File: config.mk
export PLATFORM = sky130hd
export DESIGN_NAME = clk_step_sync
export DESIGN_NICKNAME = d
export VERILOG_FILES = /design/src/rtl/clk_step_pkg.sv /design/src/rtl/clk_step_sync_sync_ff.sv /design/src/rtl/clk_step_sync.sv
export SDC_FILE = /design/constraint.sdc
export NUM_CORES = 1
export LEC_CHECK = 0
export CAP_MARGIN = 5
export CORE_ASPECT_RATIO = 1.1
export CORE_MARGIN = 3
export CORE_UTILIZATION = 40
export DETAILED_ROUTE_END_ITERATION = 8
export PLACE_DENSITY_LB_ADDON = 0.12
export SLEW_MARGIN = 20
export SYNTH_ARGS = -nofsm -noshare
export SYNTH_HDL_FRONTEND = slang
export SYNTH_SLANG_ARGS = --single-unit
File: constraint.sdc
create_clock -name clk -period 1.7 [get_ports clk]
set_clock_uncertainty 0.2 [all_clocks]
set_input_delay 0.34 -clock clk [delete_from_list [all_inputs] [get_ports clk]]
set_output_delay 0.34 -clock clk [all_outputs]
set_load 0.005 [all_outputs]
File: src/rtl/clk_step_pkg.sv
// Shared types and sizing helpers for clk_step_sync.
package clk_step_pkg;

    // Debounce FSM states, 2-bit binary encoding.
    typedef enum logic [1:0] {
        ST_LOW    = 2'd0,
        ST_QUAL_H = 2'd1,
        ST_HIGH   = 2'd2,
        ST_QUAL_L = 2'd3
    } step_state_e;

    // Ceiling log2 with a floor of 1 bit, for elaboration-time counter sizing.
    function automatic int unsigned clog2(input int unsigned v);
        int unsigned r;
        r = 1;
        while ((r < 31) && ((32'd1 << r) < v)) begin
            r = r + 1;
        end
        return r;
    endfunction

endpackage

File: src/rtl/clk_step_sync_sync_ff.sv
// N-flop synchroniser for a single asynchronous bit, reset to 0.
module sync_ff #(
    parameter int unsigned STAGES = 2
) (
    input  logic clk,
    input  logic reset,
    input  logic d,
    output logic q
);

    logic [STAGES-1:0] sync_q;
    logic [STAGES-1:0] sync_d;

    // Shift the raw input into the chain.
    always_comb begin
        sync_d = {sync_q[STAGES-2:0], d};
    end

    // Chain register.
    always_ff @(posedge clk or posedge reset) begin
        if (reset) begin
            sync_q <= '0;
        end else begin
            sync_q <= sync_d;
        end
    end

    assign q = sync_q[STAGES-1];

endmodule

File: src/rtl/clk_step_sync.sv
// Step-source synchroniser/debouncer producing one-cycle step enables and a step count.
// Optional free-run divider is built only when CLK_STEP_FREERUN_EN is defined.
module clk_step_sync
    import clk_step_pkg::*;
#(
    parameter int unsigned SYNC_STAGES     = 2,
    parameter int unsigned DEBOUNCE_CYCLES = 16,
    parameter int unsigned CNT_W           = 16,
    parameter int unsigned RUN_DIV         = 2
) (
    input  logic             clk,
    input  logic             reset,
    input  logic             step_in,
    input  logic             run_mode,
    output logic             step_en,
    output logic             step_level,
    output logic [CNT_W-1:0] step_cnt
);

    localparam int unsigned DCNT_W = clog2(DEBOUNCE_CYCLES + 1);
    localparam logic [DCNT_W-1:0] DCNT_LAST = DCNT_W'(DEBOUNCE_CYCLES - 1);

    logic              step_s;
    step_state_e       state_q, state_d;
    logic [DCNT_W-1:0] dcnt_q, dcnt_d;
    logic              rise_q, rise_d;
    logic              step_en_q, step_en_d;
    logic              step_level_q, step_level_d;
    logic [CNT_W-1:0]  step_cnt_q, step_cnt_d;
    logic              btn_gate_c;
    logic              free_pulse_c;

    sync_ff #(.STAGES(SYNC_STAGES)) u_sync (
        .clk   (clk),
        .reset (reset),
        .d     (step_in),
        .q     (step_s)
    );

`ifdef CLK_STEP_FREERUN_EN
    localparam int unsigned DIV_W = clog2(RUN_DIV);
    localparam logic [DIV_W-1:0] DIV_LAST = DIV_W'(RUN_DIV - 1);

    logic [DIV_W-1:0] div_q, div_d;

    // Free-run divider: counts while run_mode is high, cleared otherwise.
    always_comb begin
        div_d = '0;
        if (run_mode) begin
            div_d = (div_q == DIV_LAST) ? '0 : div_q + DIV_W'(1);
        end
    end

    // Divider register.
    always_ff @(posedge clk or posedge reset) begin
        if (reset) begin
            div_q <= '0;
        end else begin
            div_q <= div_d;
        end
    end

    assign btn_gate_c   = ~run_mode;
    assign free_pulse_c = run_mode & (div_q == DIV_LAST);
`else
    logic unused_run_mode;
    assign unused_run_mode = run_mode & (RUN_DIV != 0);
    assign btn_gate_c      = 1'b1;
    assign free_pulse_c    = 1'b0;
`endif

    // Debounce FSM: a level change commits only after DEBOUNCE_CYCLES stable samples.
    always_comb begin
        state_d = state_q;
        dcnt_d  = dcnt_q;
        rise_d  = 1'b0;
        case (state_q)
            ST_LOW: begin
                if (step_s) begin
                    state_d = ST_QUAL_H;
                    dcnt_d  = DCNT_W'(1);
                end
            end
            ST_QUAL_H: begin
                if (!step_s) begin
                    state_d = ST_LOW;
                    dcnt_d  = '0;
                end else if (dcnt_q >= DCNT_LAST) begin
                    state_d = ST_HIGH;
                    dcnt_d  = '0;
                    rise_d  = btn_gate_c;
                end else begin
                    dcnt_d  = dcnt_q + DCNT_W'(1);
                end
            end
            ST_HIGH: begin
                if (!step_s) begin
                    state_d = ST_QUAL_L;
                    dcnt_d  = DCNT_W'(1);
                end
            end
            ST_QUAL_L: begin
                if (step_s) begin
                    state_d = ST_HIGH;
                    dcnt_d  = '0;
                end else if (dcnt_q >= DCNT_LAST) begin
                    state_d = ST_LOW;
                    dcnt_d  = '0;
                end else begin
                    dcnt_d  = dcnt_q + DCNT_W'(1);
                end
            end
            default: begin
                state_d = ST_LOW;
                dcnt_d  = '0;
            end
        endcase
    end

    // Output stage: level from the accepted state, pulse one cycle after the commit.
    always_comb begin
        step_level_d = (state_q == ST_HIGH) || (state_q == ST_QUAL_L);
        step_en_d    = rise_q | free_pulse_c;
        step_cnt_d   = step_cnt_q + CNT_W'(step_en_d);
    end

    // State and output registers.
    always_ff @(posedge clk or posedge reset) begin
        if (reset) begin
            state_q      <= ST_LOW;
            dcnt_q       <= '0;
            rise_q       <= 1'b0;
            step_en_q    <= 1'b0;
            step_level_q <= 1'b0;
            step_cnt_q   <= '0;
        end else begin
            state_q      <= state_d;
            dcnt_q       <= dcnt_d;
            rise_q       <= rise_d;
            step_en_q    <= step_en_d;
            step_level_q <= step_level_d;
            step_cnt_q   <= step_cnt_d;
        end
    end

    assign step_en    = step_en_q;
    assign step_level = step_level_q;
    assign step_cnt   = step_cnt_q;

endmodule
* Word level (Yosys, flattened, before mapping)
Index checks and enable logic that the tools add are counted. W data, S select, Z words.
Cells by class: $add $sub $neg 2, multipliers 0, div/mod/pow operators 0, magnitude comparators 1, equal/unequal tests 7, shift operators 0, multiplexer cells 16, bitwise operators 0, reductions and logical operators 4
Operators by type and width (count):
- $mux W5 | 5
- $pmux W5 S4 | 1
- $add A16 B1 Y16 | 1
- $mux W2 | 6
- $pmux W2 S4 | 1
- $add A5 B1 Y5 const B | 1
- $ge A5 B4 Y1 const B | 1
- $eq A2 B2 Y1 const B | 2
- $reduce_and A4 Y1 | 1
- $mux W1 | 3
- $ne A3 B2 Y1 const B | 1
- $ne A3 B3 Y1 const B | 1
- $eq A2 B1 Y1 const B | 1
- $logic_not A2 Y1 | 1
- $ne A2 B1 Y1 const B | 1
- $ne A2 B2 Y1 const B | 1
- $reduce_and A2 Y1 | 1
- $logic_or A1 B1 Y1 | 1
Storage, ports and cells: flip-flop bits (word level) 28, bits in latches 0, memory bits (writable) 0, memory bits (read-only) 0, bits of input ports 4, word-level logic and storage cells 37, memories kept 0

* Depth between registers and ports, before layout
Gate-level depths: netlist (run 1).
depth after elaboration 4, mapped depth 7, mapped depth without buffers 7

* Cells and area by module
A second synthesis (run 1) with hierarchy kept.
Unflattened totals: cell total of the unflattened synthesis 98, area total of the unflattened synthesis 1172.4 µm²
By module, submodules not included:
- clk_step_sync | instances 1, cells each 95, area each 1118.6 µm², seq. area each 650.6 µm²
- sync_ff | instances 1, cells each 3, area each 53.8 µm², seq. area each 50.0 µm²

* Worst setup path before layout (run 1)
Ideal clock, no wire load.
path type register -> register, start point register dcnt_q[0], end point register (tool-made name), setup time 0.125 ns, arrival 1.554 ns, data required time 1.375 ns, slack -0.179 ns, cell stages (with the launch flop) 8, buffers on the path 0, clock period less this slack 1.879 ns, cells stage by stage dfrtp_1 -> ha_1 -> and3_1 -> ha_1 -> nor2_1 -> nand2_1 -> nand2_1 -> mux2_2
RTL lines:
- from (decl) | line clk_step_sync.sv:25 | logic [DCNT_W-1:0] dcnt_q, dcnt_d;
- from (signal assigned) | line clk_step_sync.sv:138 | dcnt_q <= dcnt_d;

==> results of run 1 <==
[metrics by stage]
stage / std cells / setup slack, ns / power, uW / setup TNS [ns]
final: 183 / -0.0787 / 1080 / -0.215
after global routing: 183 / -0.150 / 1130 / -0.721
after CTS: 181 / -0.0655 / 1090 / -0.0738
after detailed placement: 159 / -0.0994 / 772 / -0.116
after global placement: 159 / -0.0539 / 768 / -0.0539
after floorplan: 97 / -0.0643 / 734 / -0.0643
[placed cells by master, fill, tap and decap left out, types with 2 or more instances in the layout]
master           instances
buf_4                   30
clkbuf_4                 3
clkdlybuf4s50_1          2
dfrtp_1                 28
dlygate4sd2_1           18
ha_2                     2
ha_4                     2
inv_1                    3
nand2_1                  6
nand2_2                  2
nand3_1                  5
nand3_2                  2
nand4_1                  5
nor2_1                   5
nor2_4                   2
nor3_2                   2
nor3b_2                  2
o21ai_0                  2
xnor2_1                  9
xor2_1                   5
[flip-flops by register name, indices dropped and copies added (netlist names), named ones only]
| name | cells |
|---|---|
| step_cnt | 16 |
| dcnt_q | 5 |
| u_sync.sync_q | 2 |
| rise_q | 1 |
| state_q | 1 |
| step_en | 1 |
| step_level | 1 |
[layer usage]
metal	vias up	global-route usage	routed length, um
met5	-	0	0
met4	0	0.0522	17
met3	2	0.0227	82
met2	18	0.229	1210
met1	433	0.169	934
li1	445	-	-
[synth_stat cells, drive strengths merged]
| cell type | instances |
|---|---|
| nor2 | 7 |
| o22ai | 1 |
| ha | 4 |
| xor2 | 6 |
| xnor2 | 9 |
| and2 | 1 |
| nand3 | 7 |
| mux2 | 1 |
| nor3 | 2 |
| inv | 3 |
| nor4 | 1 |
| nand4 | 6 |
| buf | 1 |
| and3 | 2 |
| a21o | 1 |
| nor3b | 2 |
| and4 | 1 |
| a22o | 1 |
| or3 | 1 |
| nand2 | 8 |
| o21ai | 3 |
| dfrtp | 28 |
| a21oi | 1 |
[what timing repair did]
item                       in CTS  in global routing
resized for setup              21                 15
gates cloned                    0                  0
setup buffers                  18                  2
setup endpoints to repair      23                 14
pin swaps                       2                  4
[how the worst min path moves through the flow]
stage / from / end / slack (ns) / depth (start not counted)
floorplan: u_sync.sync_q[0]$_DFF_PP0_ / u_sync.sync_q[1]$_DFF_PP0_ / 0.13 / 0
global placement: u_sync.sync_q[0]$_DFF_PP0_ / u_sync.sync_q[1]$_DFF_PP0_ / 0.14 / 0
detailed placement: u_sync.sync_q[0]$_DFF_PP0_ / u_sync.sync_q[1]$_DFF_PP0_ / 0.14 / 0
CTS: reset / dcnt_q[3]$_DFFE_PP0P_ / 0.13 / 3
global route: reset / u_sync.sync_q[1]$_DFF_PP0_ / 0.16 / 3
finish: reset / dcnt_q[3]$_DFFE_PP0P_ / 0.14 / 3
[worst register-to-register path: stages, from the launching register on]
cell and delay (ns):
dfrtp_1 0.41, ha_2 0.19, and3_4 0.15, ha_4 0.16
nor2_4 0.14, nand2_2 0.06, nand2_2 0.08, mux2_4 0.29
[logic make-up (layout without fill, tap and decap cells)]
| logic type | after synthesis | in the layout | share of synthesized area |
|---|---|---|---|
| multiplexers | 1 | 1 | 0.00964 |
| XOR/XNOR | 15 | 15 | 0.119 |
| AO/OA/AOI/OAI | 7 | 7 | 0.0364 |
| adder cells (fa/ha/maj) | 4 | 4 | 0.0428 |
| flip-flops | 28 | 28 | 0.600 |
| buffers and inverters | 4 | 59 | 0.0139 |
| AND/OR/NAND/NOR | 38 | 38 | 0.179 |
[report_power, final]
part           internal [uW]  total (uW)  switching [uW]
logic                   44.7        81.5            36.9
registers                678         686            8.77
clock network            131         312             181
[layout make-up]
cell class,instances,area share
Sequential cell,28,0.395
Tap cell,31,0.0219
Clock buffer,4,0.0205
Timing Repair Buffer,52,0.245
Inverter,3,0.00636
Multi-Input combinational cell,65,0.311
==> flow_summary_export.csv, run 1 <==
group,metric,value,unit
setup_path,crit_path_start_kind,"flop",
setup_path,worstSetupPathType,"flop to flop",
floorplan,start_util,0.443,
global_routing,grt_max_degree,29,
placement,dpl_cell_area,1520,sq um
timing,grt_setup_unrepaired,"true",
clocking,insertion_delay,0.31,ns
floorplan,fp.dieArea,3610,sq um
finish,drive_gt1_frac,0.375,
synth,syn-instance-count,97,
global_routing,grt_use_total,0.135,
setup_path,worstPathCellList,"ha_2 > and3_4 > ha_4 > nor2_4 > nand2_2 > nand2_2 > mux2_4",
synth,syn_nets,105,
setup_path,path_delay_family,"simple AND/OR/NAND/NOR gates",
routing,drtAntennaViolNets,0,
routing,vias,898,
finish,utilization,0.671,
power,vdd_ir_drop_max,0.505,mV
setup_path,cpMaxStageDelayCell,"dfrtp_1",
floorplan,io_pins,22,
setup_path,worstPathMaxFanout,4,
synth,yosys.area.top_type,"dfrtp_1",
routing,drc,0,
global_routing,grt_pass1_wl,3970,um
clocking,clk_pin_slew,0.14,ns
hold_path,hold_path_class,"input port to async pin",
finish,n_fill_cell,214,
global_routing,first_global_vias,929,
clocking,cts_root_buffer,"clkbuf_4",
setup_path,required,1.71,ns
timing,tightest_slew,0.296,ns
setup_path,crit_top_cell,"nand2_2",
clocking,h-tree-depth,1,
timing,drv_slew,0,
timing,period_share,1.05,
placement,io_buffers,20,
power,power.density,609,nW/um^2
power,p_leak,0.000949,uW
synth,synth.area.top_cells,"dfrtp_1 60%, xnor2_1 6.7%, ha_1 4.3%",
routing,wl_per_cell,12.3,um
timing,whs,0.138,ns
finish,area_delta_synth_final,51.6,%
timing,final.min_clock_period,1.78,ns
timing,fmax,562,MHz
synth,synth_cell_type_count,25,
flow_run,drv_cap,0,
setup_path,critPathLaunch,"dcnt_q[1]$_DFFE_PP0P_",
timing,slew_headroom,0.803,
routing,wl,2240,um
setup_path,cp.depth,7,
floorplan,fp.dieW,57.5,um
finish,antenna_cells,0,
setup_path,reg2reg_from,"dcnt_q[1]$_DFFE_PP0P_",
timing,finalSetupViolations,5,
setup_path,rrSetupSlack,-0.08,ns
global_routing,grt_overflow_total,0,
synth,yosysSeqAreaShare,0.600,
status,violations,"negative setup slack",
synth,synth_top_cell_area_share,0.600,
synth,ys_ff_latch,28,
routing,drtIter0Drc,27,
setup_path,crit_arrival,1.79,ns
placement,place_congestion,0.794,
floorplan,die_y,62.7,um
clocking,cts_buffer_depth,2,
synth,syn-cell-area,1170,sq um
finish,nets,161,
finish,final-seq-area,701,sq um
synth,syn_avg_cell_area,12.0,sq um
clocking,cts_buffers,3,
floorplan,rows,19,
global_routing,antenna_found_initial,0,
timing,finalWorstSetupSlack,-0.0787,ns
clocking,cts_sinks,28,
setup_path,rr_worst_depth,7,
setup_path,end_kind,"flop",
synth,yosys_warnings,0,
setup_path,path_buf_inv,0,
status,status,"finished with violations",
finish,multi_input_area,551,sq um
floorplan,coreArea,2640,sq um
timing,finalHoldViolations,0,
setup_path,cp_slowest_stage_delay,0.41,ns
routing,drt-pass1-iter-count,4,
routing,vias_per_cell,4.91,
placement,dp_hpwl,1510,um
finish,finalInstanceArea,1770,sq um
clocking,cts_tree,"done",
clocking,hold_buffers,0,
Note: power is estimated with default switching activity, not from simulation.
==> run 2, diff against run 1 <==
--- a/config.mk
+++ b/config.mk
@@ -9,6 +9,7 @@
 export CORE_ASPECT_RATIO = 1.1
 export CORE_MARGIN = 3
 export CORE_UTILIZATION = 40
+export CTS_BUF_LIST = sky130_fd_sc_hd__clkbuf_4
 export DETAILED_ROUTE_END_ITERATION = 8
 export PLACE_DENSITY_LB_ADDON = 0.12
 export SLEW_MARGIN = 20
==> run 2 against run 1 <==
Net effect: the flow still finishes with violations (negative setup slack); global-route usage rose by 0.13 points; core utilization decreased by 0.38 points; clock-buffer cell count decreased by 1; final cell count is the same; sequential power barely moved; final area decreased by 0.56%; first-iteration DRC count is 3.7% lower; non-clock buffer count did not move; sequential share of layout area grew 0.22 points; via count did not move; die area unchanged; worst hold slack worse by 0.0016 ns; largest cell class unchanged; highest routed layer unchanged.
==> flow_summary_export.csv, run 2 (same netlist as run 1, synthesis figures left out) <==
group,metric,value,unit
routing,wl,2250,um
setup_path,crit_arrival,1.80,ns
timing,finalHoldViolations,0,
floorplan,fp.dieW,57.5,um
setup_path,rrSetupSlack,-0.08,ns
setup_path,end_kind,"flop",
floorplan,fp.dieArea,3610,sq um
clocking,clk_pin_slew,0.14,ns
global_routing,grt_use_total,0.137,
clocking,hold_buffers,0,
finish,mostFrequentLayoutCell,"buf_4",
routing,drtIter0Drc,26,
routing,drc,0,
power,power.total,1040,uW
global_routing,antenna_found_initial,0,
clocking,h-tree-depth,1,
timing,tightest_slew,0.292,ns
floorplan,rows,19,
power,p_leak,0.000943,uW
clocking,cts_sinks,28,
timing,finalSetupViolations,5,
setup_path,cpMaxStageDelayCell,"dfrtp_1",
finish,final_cell_mix,"30 x buf_4, 28 x dfrtp_1, 18 x dlygate4sd2_1",
placement,place_congestion,0.794,
flow_run,drv_cap,0,
floorplan,die_y,62.7,um
setup_path,cp_slowest_stage_delay,0.42,ns
setup_path,crit_top_cell,"nand2_2",
global_routing,grt_max_degree,29,
timing,setup_tns,-0.241,ns
global_routing,first_global_vias,935,
global_routing,grt_overflow_total,0,
setup_path,worstPathMaxFanout,4,
finish,nets,161,
placement,dp_hpwl,1510,um
power,vdd_ir_drop_max,0.505,mV
timing,period_share,1.05,
timing,slew_headroom,0.805,
timing,drv_slew,0,
finish,area_delta_synth_final,50.7,%
clocking,cts_tree,"done",
setup_path,reg2reg_from,"dcnt_q[1]$_DFFE_PP0P_",
routing,drtAntennaViolNets,0,
floorplan,coreArea,2640,sq um
finish,drive_gt1_frac,0.368,
clocking,cts_buffers,3,
finish,antenna_cells,0,
routing,wl_per_cell,12.3,um
status,violations,"negative setup slack",
clocking,cts_root_buffer,"clkbuf_4",
setup_path,worstSetupPathType,"flop to flop",
clocking,insertion_delay,0.31,ns
setup_path,rr_worst_depth,7,
clocking,cts_buffer_depth,2,
power,power.density,588,nW/um^2
timing,fmax,560,MHz
setup_path,worstPathCellList,"ha_2 > and3_4 > ha_4 > nor2_4 > nand2_2 > nand2_2 > mux2_4",
global_routing,grt_pass1_wl,3990,um
floorplan,start_util,0.443,
routing,vias,898,
timing,final.min_clock_period,1.78,ns
hold_path,hold_path_class,"input port to async pin",
timing,grt_setup_unrepaired,"true",
status,status,"finished with violations",
floorplan,io_pins,22,
timing,finalWorstSetupSlack,-0.0843,ns
routing,drt-pass1-iter-count,4,
setup_path,crit_path_start_kind,"flop",
finish,largest_reg_flops,16,
placement,io_buffers,20,
setup_path,required,1.72,ns
routing,vias_per_cell,4.91,
==> run 2: changes by cell type in the layout (fill, tap and decap cells not counted), sizes merged <==
cell,delta
clkbuf,-1
clkinv,+1
==> run 2: how the worst max path moves through the flow <==
stage                          startpoint                    end  cells after the start
finish              dcnt_q[1]$_DFFE_PP0P_                   flop                      7
detailed placement  dcnt_q[1]$_DFFE_PP0P_                   flop                      7
global placement    dcnt_q[1]$_DFFE_PP0P_                   flop                      7
global route        dcnt_q[1]$_DFFE_PP0P_  dcnt_q[2]$_DFFE_PP0P_                      8
CTS                 dcnt_q[0]$_DFFE_PP0P_                   flop                      7
floorplan           dcnt_q[1]$_DFFE_PP0P_                   flop                      7
==> run 2: per-stage QoR <==
step	cell area (sq um)	worst slack [ns]	hold WS (ns)	instances	utilization
global placement	1520	-0.0539	0.136	159	0.578
detailed placement	1520	-0.0994	0.141	159	0.578
finish	1760	-0.0843	0.136	183	0.668
floorplan	1190	-0.0643	0.131	97	-
global route	1760	-0.148	0.153	183	0.668
CTS	1680	-0.0601	0.130	181	0.638
==> run 2: report_power, final <==
| group | total, uW | switching (uW) | internal (uW) | leakage, uW |
|---|---|---|---|---|
| clock network | 268 | 182 | 85.8 | 0.0000154 |
| registers | 687 | 8.97 | 678 | 0.000381 |
| logic | 81.7 | 37.0 | 44.7 | 0.000547 |
==> run 2: area by class of cell <==
class | instances | area, sq um
clock inverters | 1 | 3.75
well taps | 31 | 38.8
clock buffers | 3 | 22.5
inverters | 3 | 11.3
multi-input cells | 65 | 551
repair buffers | 52 | 434
fillers | 215 | 877
flip-flops and latches | 28 | 701
==> run 2: layer usage <==
layer / wire [um] / track usage / vias to the layer above
li1: - / - / 445
met2: 1200 / 0.229 / 12
met3: 79 / 0.0227 / 2
met5: 0 / 0 / -
met4: 17 / 0.0609 / 0
met1: 955 / 0.169 / 439
==> run 2: critical path: cells and delay by family (launching register included) <==
kind	cells	cell delay (ns)
simple gates	4	0.43
flops	1	0.42
fa+ha+maj	2	0.35
mux	1	0.29
==> run 2: timing repair <==
action / 4_1_cts / 5_1_grt
pin swaps: 2 / 4
setup buffers: 18 / 2
gates resized for setup: 21 / 15
cloned: 0 / 0
endpoints found under the setup margin: 23 / 14
endpoints found under the hold margin: 0 / 0
==> run 3, diff against run 2 <==
--- a/config.mk
+++ b/config.mk
@@ -5,12 +5,14 @@
 export SDC_FILE = /design/constraint.sdc
 export NUM_CORES = 1
 export LEC_CHECK = 0
+export ABC_AREA = 1
 export CAP_MARGIN = 5
 export CORE_ASPECT_RATIO = 1.1
 export CORE_MARGIN = 3
 export CORE_UTILIZATION = 40
 export CTS_BUF_LIST = sky130_fd_sc_hd__clkbuf_4
 export DETAILED_ROUTE_END_ITERATION = 8
+export GPL_ROUTABILITY_DRIVEN = 0
 export PLACE_DENSITY_LB_ADDON = 0.12
 export SLEW_MARGIN = 20
 export SYNTH_ARGS = -nofsm -noshare
==> run 3 against run 2 <==
Net effect: the flow now finishes without violations; fmax increased by 11%; clock-buffer cell count stayed put; combinational power grew to 3.4 times the previous value; flip-flop and latch count unchanged; final area is 1.6% lower; largest cell class unchanged.
==> flow_summary_export.csv, run 3 <==
group,metric,value,unit
placement,io_buffers,20,
floorplan,die_y,64.9,um
setup_path,crit_arrival,1.64,ns
global_routing,use_met1,0.155,
clocking,h-tree-depth,1,
timing,finalSetupViolations,0,
global_routing,grt_overflow_total,0,
timing,fmax,622,MHz
clocking,cts_sinks,28,
timing,grt_setup_unrepaired,"true",
setup_path,worstPathCellList,"ha_2 > ha_4 > nand2_4 > nor3_4 > nand3_1 > nand2_1 > nand2_1",
setup_path,worstPathMaxFanout,5,
synth,synthArstFlopShare,1.00,
global_routing,busiest_layer,"met2",
synth,yosys.area.top_type,"dfrtp_1",
finish,drive_gt1_frac,0.207,
power,vdd_ir_drop_max,0.854,mV
synth,syn-cell-area,1260,sq um
power,power.density,860,nW/um^2
synth,synth_top_cell_area_share,0.556,
placement,dpl_cell_area,1530,sq um
synth,synth_edf_count,0,
placement,dp_hpwl,1780,um
timing,final.min_clock_period,1.61,ns
synth,yosysSeqAreaShare,0.556,
clocking,cts_root_buffer,"clkbuf_4",
global_routing,grt_pass1_wl,4490,um
synth,ys_ff_latch,28,
clocking,insertion_delay,0.32,ns
routing,vias,1053,
finish,finalInstanceArea,1730,sq um
timing,drv_slew,0,
status,status,"finished, final reports clean",
setup_path,end_kind,"flop",
synth,yosys-top-cells-count,"32 x nand2_1, 28 x dfrtp_1, 18 x inv_1",
global_routing,first_global_vias,1126,
floorplan,fp.dieW,59.5,um
timing,finalWorstSetupSlack,0.0921,ns
synth,synth_ff_type,"dfrtp_1",
finish,nets,188,
global_routing,grt_max_degree,29,
hold_path,hold_path_class,"input port to async pin",
finish,final_cell_mix,"30 x nand2_1, 28 x dfrtp_1, 21 x buf_4",
synth,synth.area.top_cells,"dfrtp_1 56%, nand2_1 9.5%, xor2_1 5.6%",
floorplan,rows,20,
setup_path,cp_slowest_stage_delay,0.38,ns
global_routing,grt_use_total,0.148,
global_routing,grtUsageMet2,0.290,
flow_run,drv_cap,0,
clocking,cts_buffers,3,
routing,wl_per_cell,11.8,um
timing,tightest_slew,0.347,ns
routing,vias_per_cell,4.97,
setup_path,path_delay_family,"simple AND/OR/NAND/NOR gates",
synth,syn_nets,143,
clocking,clk_pin_slew,0.15,ns
routing,drt-pass1-iter-count,4,
global_routing,gr-usage-met3,0.0179,
finish,largest_reg_flops,16,
clocking,hold_buffers,0,
setup_path,required,1.73,ns
setup_path,worstSetupPathType,"flop to flop",
clocking,cts_tree,"done",
routing,drc,0,
routing,wl,2490,um
setup_path,path_buf_inv,0,
floorplan,start_util,0.438,
routing,drtIter0Drc,28,
timing,period_share,0.946,
placement,pre_cts_ws,0.000177,ns
setup_path,crit_path_start_kind,"flop",
timing,slew_headroom,0.768,
timing,whs,0.159,ns
finish,antenna_cells,0,
synth,synth_cell_type_count,20,
finish,area_delta_synth_final,37.5,%
global_routing,antenna_found_initial,0,
synth,yosys_warnings,0,
synth,syn_avg_cell_area,9.34,sq um
clocking,cts_buffer_depth,2,
power,p_leak,0.000932,uW
floorplan,io_pins,22,
synth,syn-instance-count,135,
timing,finalHoldViolations,0,
floorplan,coreArea,2880,sq um
routing,drtAntennaViolNets,0,
floorplan,fp.dieArea,3860,sq um
setup_path,cpMaxStageDelayCell,"dfrtp_1",
setup_path,crit_top_cell,"nand2_1",
finish,n_fill_cell,262,
finish,mostFrequentLayoutCell,"nand2_1",
synth,yosysMostFrequentCell,"nand2_1",
run 3: final timing paths:
kind,from,to,slack (ns),cells past startpoint
max,rise_q$_DFF_PP0_,step_cnt[14]$_DFF_PP0_,0.09,7
min,reset,step_cnt[0]$_DFF_PP0_,0.16,3
max reg2reg,rise_q$_DFF_PP0_,step_cnt[14]$_DFF_PP0_,0.09,7
min reg2reg,u_sync.sync_q[0]$_DFF_PP0_,u_sync.sync_q[1]$_DFF_PP0_,0.17,0
max in group asynchronous,reset,step_cnt[11]$_DFF_PP0_,0.88,3
min in group clk,u_sync.sync_q[0]$_DFF_PP0_,u_sync.sync_q[1]$_DFF_PP0_,0.17,0
run 3: tightest hold or removal path, cell delays in order:
cell	delay (ns)
clkdlybuf4s50_1	0.40
inv_1	0.05
buf_4	0.32
run 3: report_power, final:
part / switching, uW / internal (uW) / total [uW]
clock network: 196 / 238 / 434
logic: 159 / 118 / 277
registers: 54.9 / 725 / 780
total: 410 / 1080 / 1490
run 3: cells by family (layout without fill, tap and decap cells):
kind of cell	Yosys count	count (layout)	share of synthesized area
compound gates	8	8	0.0337
buf+inv	19	63	0.0565
simple gates	65	65	0.238
flops	28	28	0.556
xor+xnor	11	11	0.0764
fa+ha+maj	4	4	0.0397
run 3: per-layer routing:
layer	vias up	wire, um	share of wire
met3	2	88	0.035
met4	0	15	0.0060
met5	-	0	0
li1	514	-	-
met2	13	1380	0.55
met1	524	1010	0.40
run 3: area by class of cell:
| class | count | area, sq um | share of cell area |
|---|---|---|---|
| Clock inverter | 1 | 30.0 | 0.0173 |
| Inverter | 18 | 67.6 | 0.0390 |
| Clock buffer | 3 | 22.5 | 0.0130 |
| Tap cell | 33 | 41.3 | 0.0238 |
| Sequential cell | 28 | 701 | 0.404 |
| Timing Repair Buffer | 41 | 335 | 0.193 |
| Multi-Input combinational cell | 88 | 537 | 0.310 |
run 3: metrics by stage:
stage	total power (uW)	TNS [ns]	instances	utilization
finish	1490	0	212	0.603
global route	1580	-0.0768	212	0.603
CTS	1500	0	210	0.583
detailed placement	1060	0	191	0.531
global placement	1050	0	191	0.531
floorplan	959	0	135	-
run 3: what timing repair did:
action,in CTS,in global routing
endpoints found under the setup margin,21,12
buffers inserted,15,2
pin swaps,1,10
resized for setup,21,10
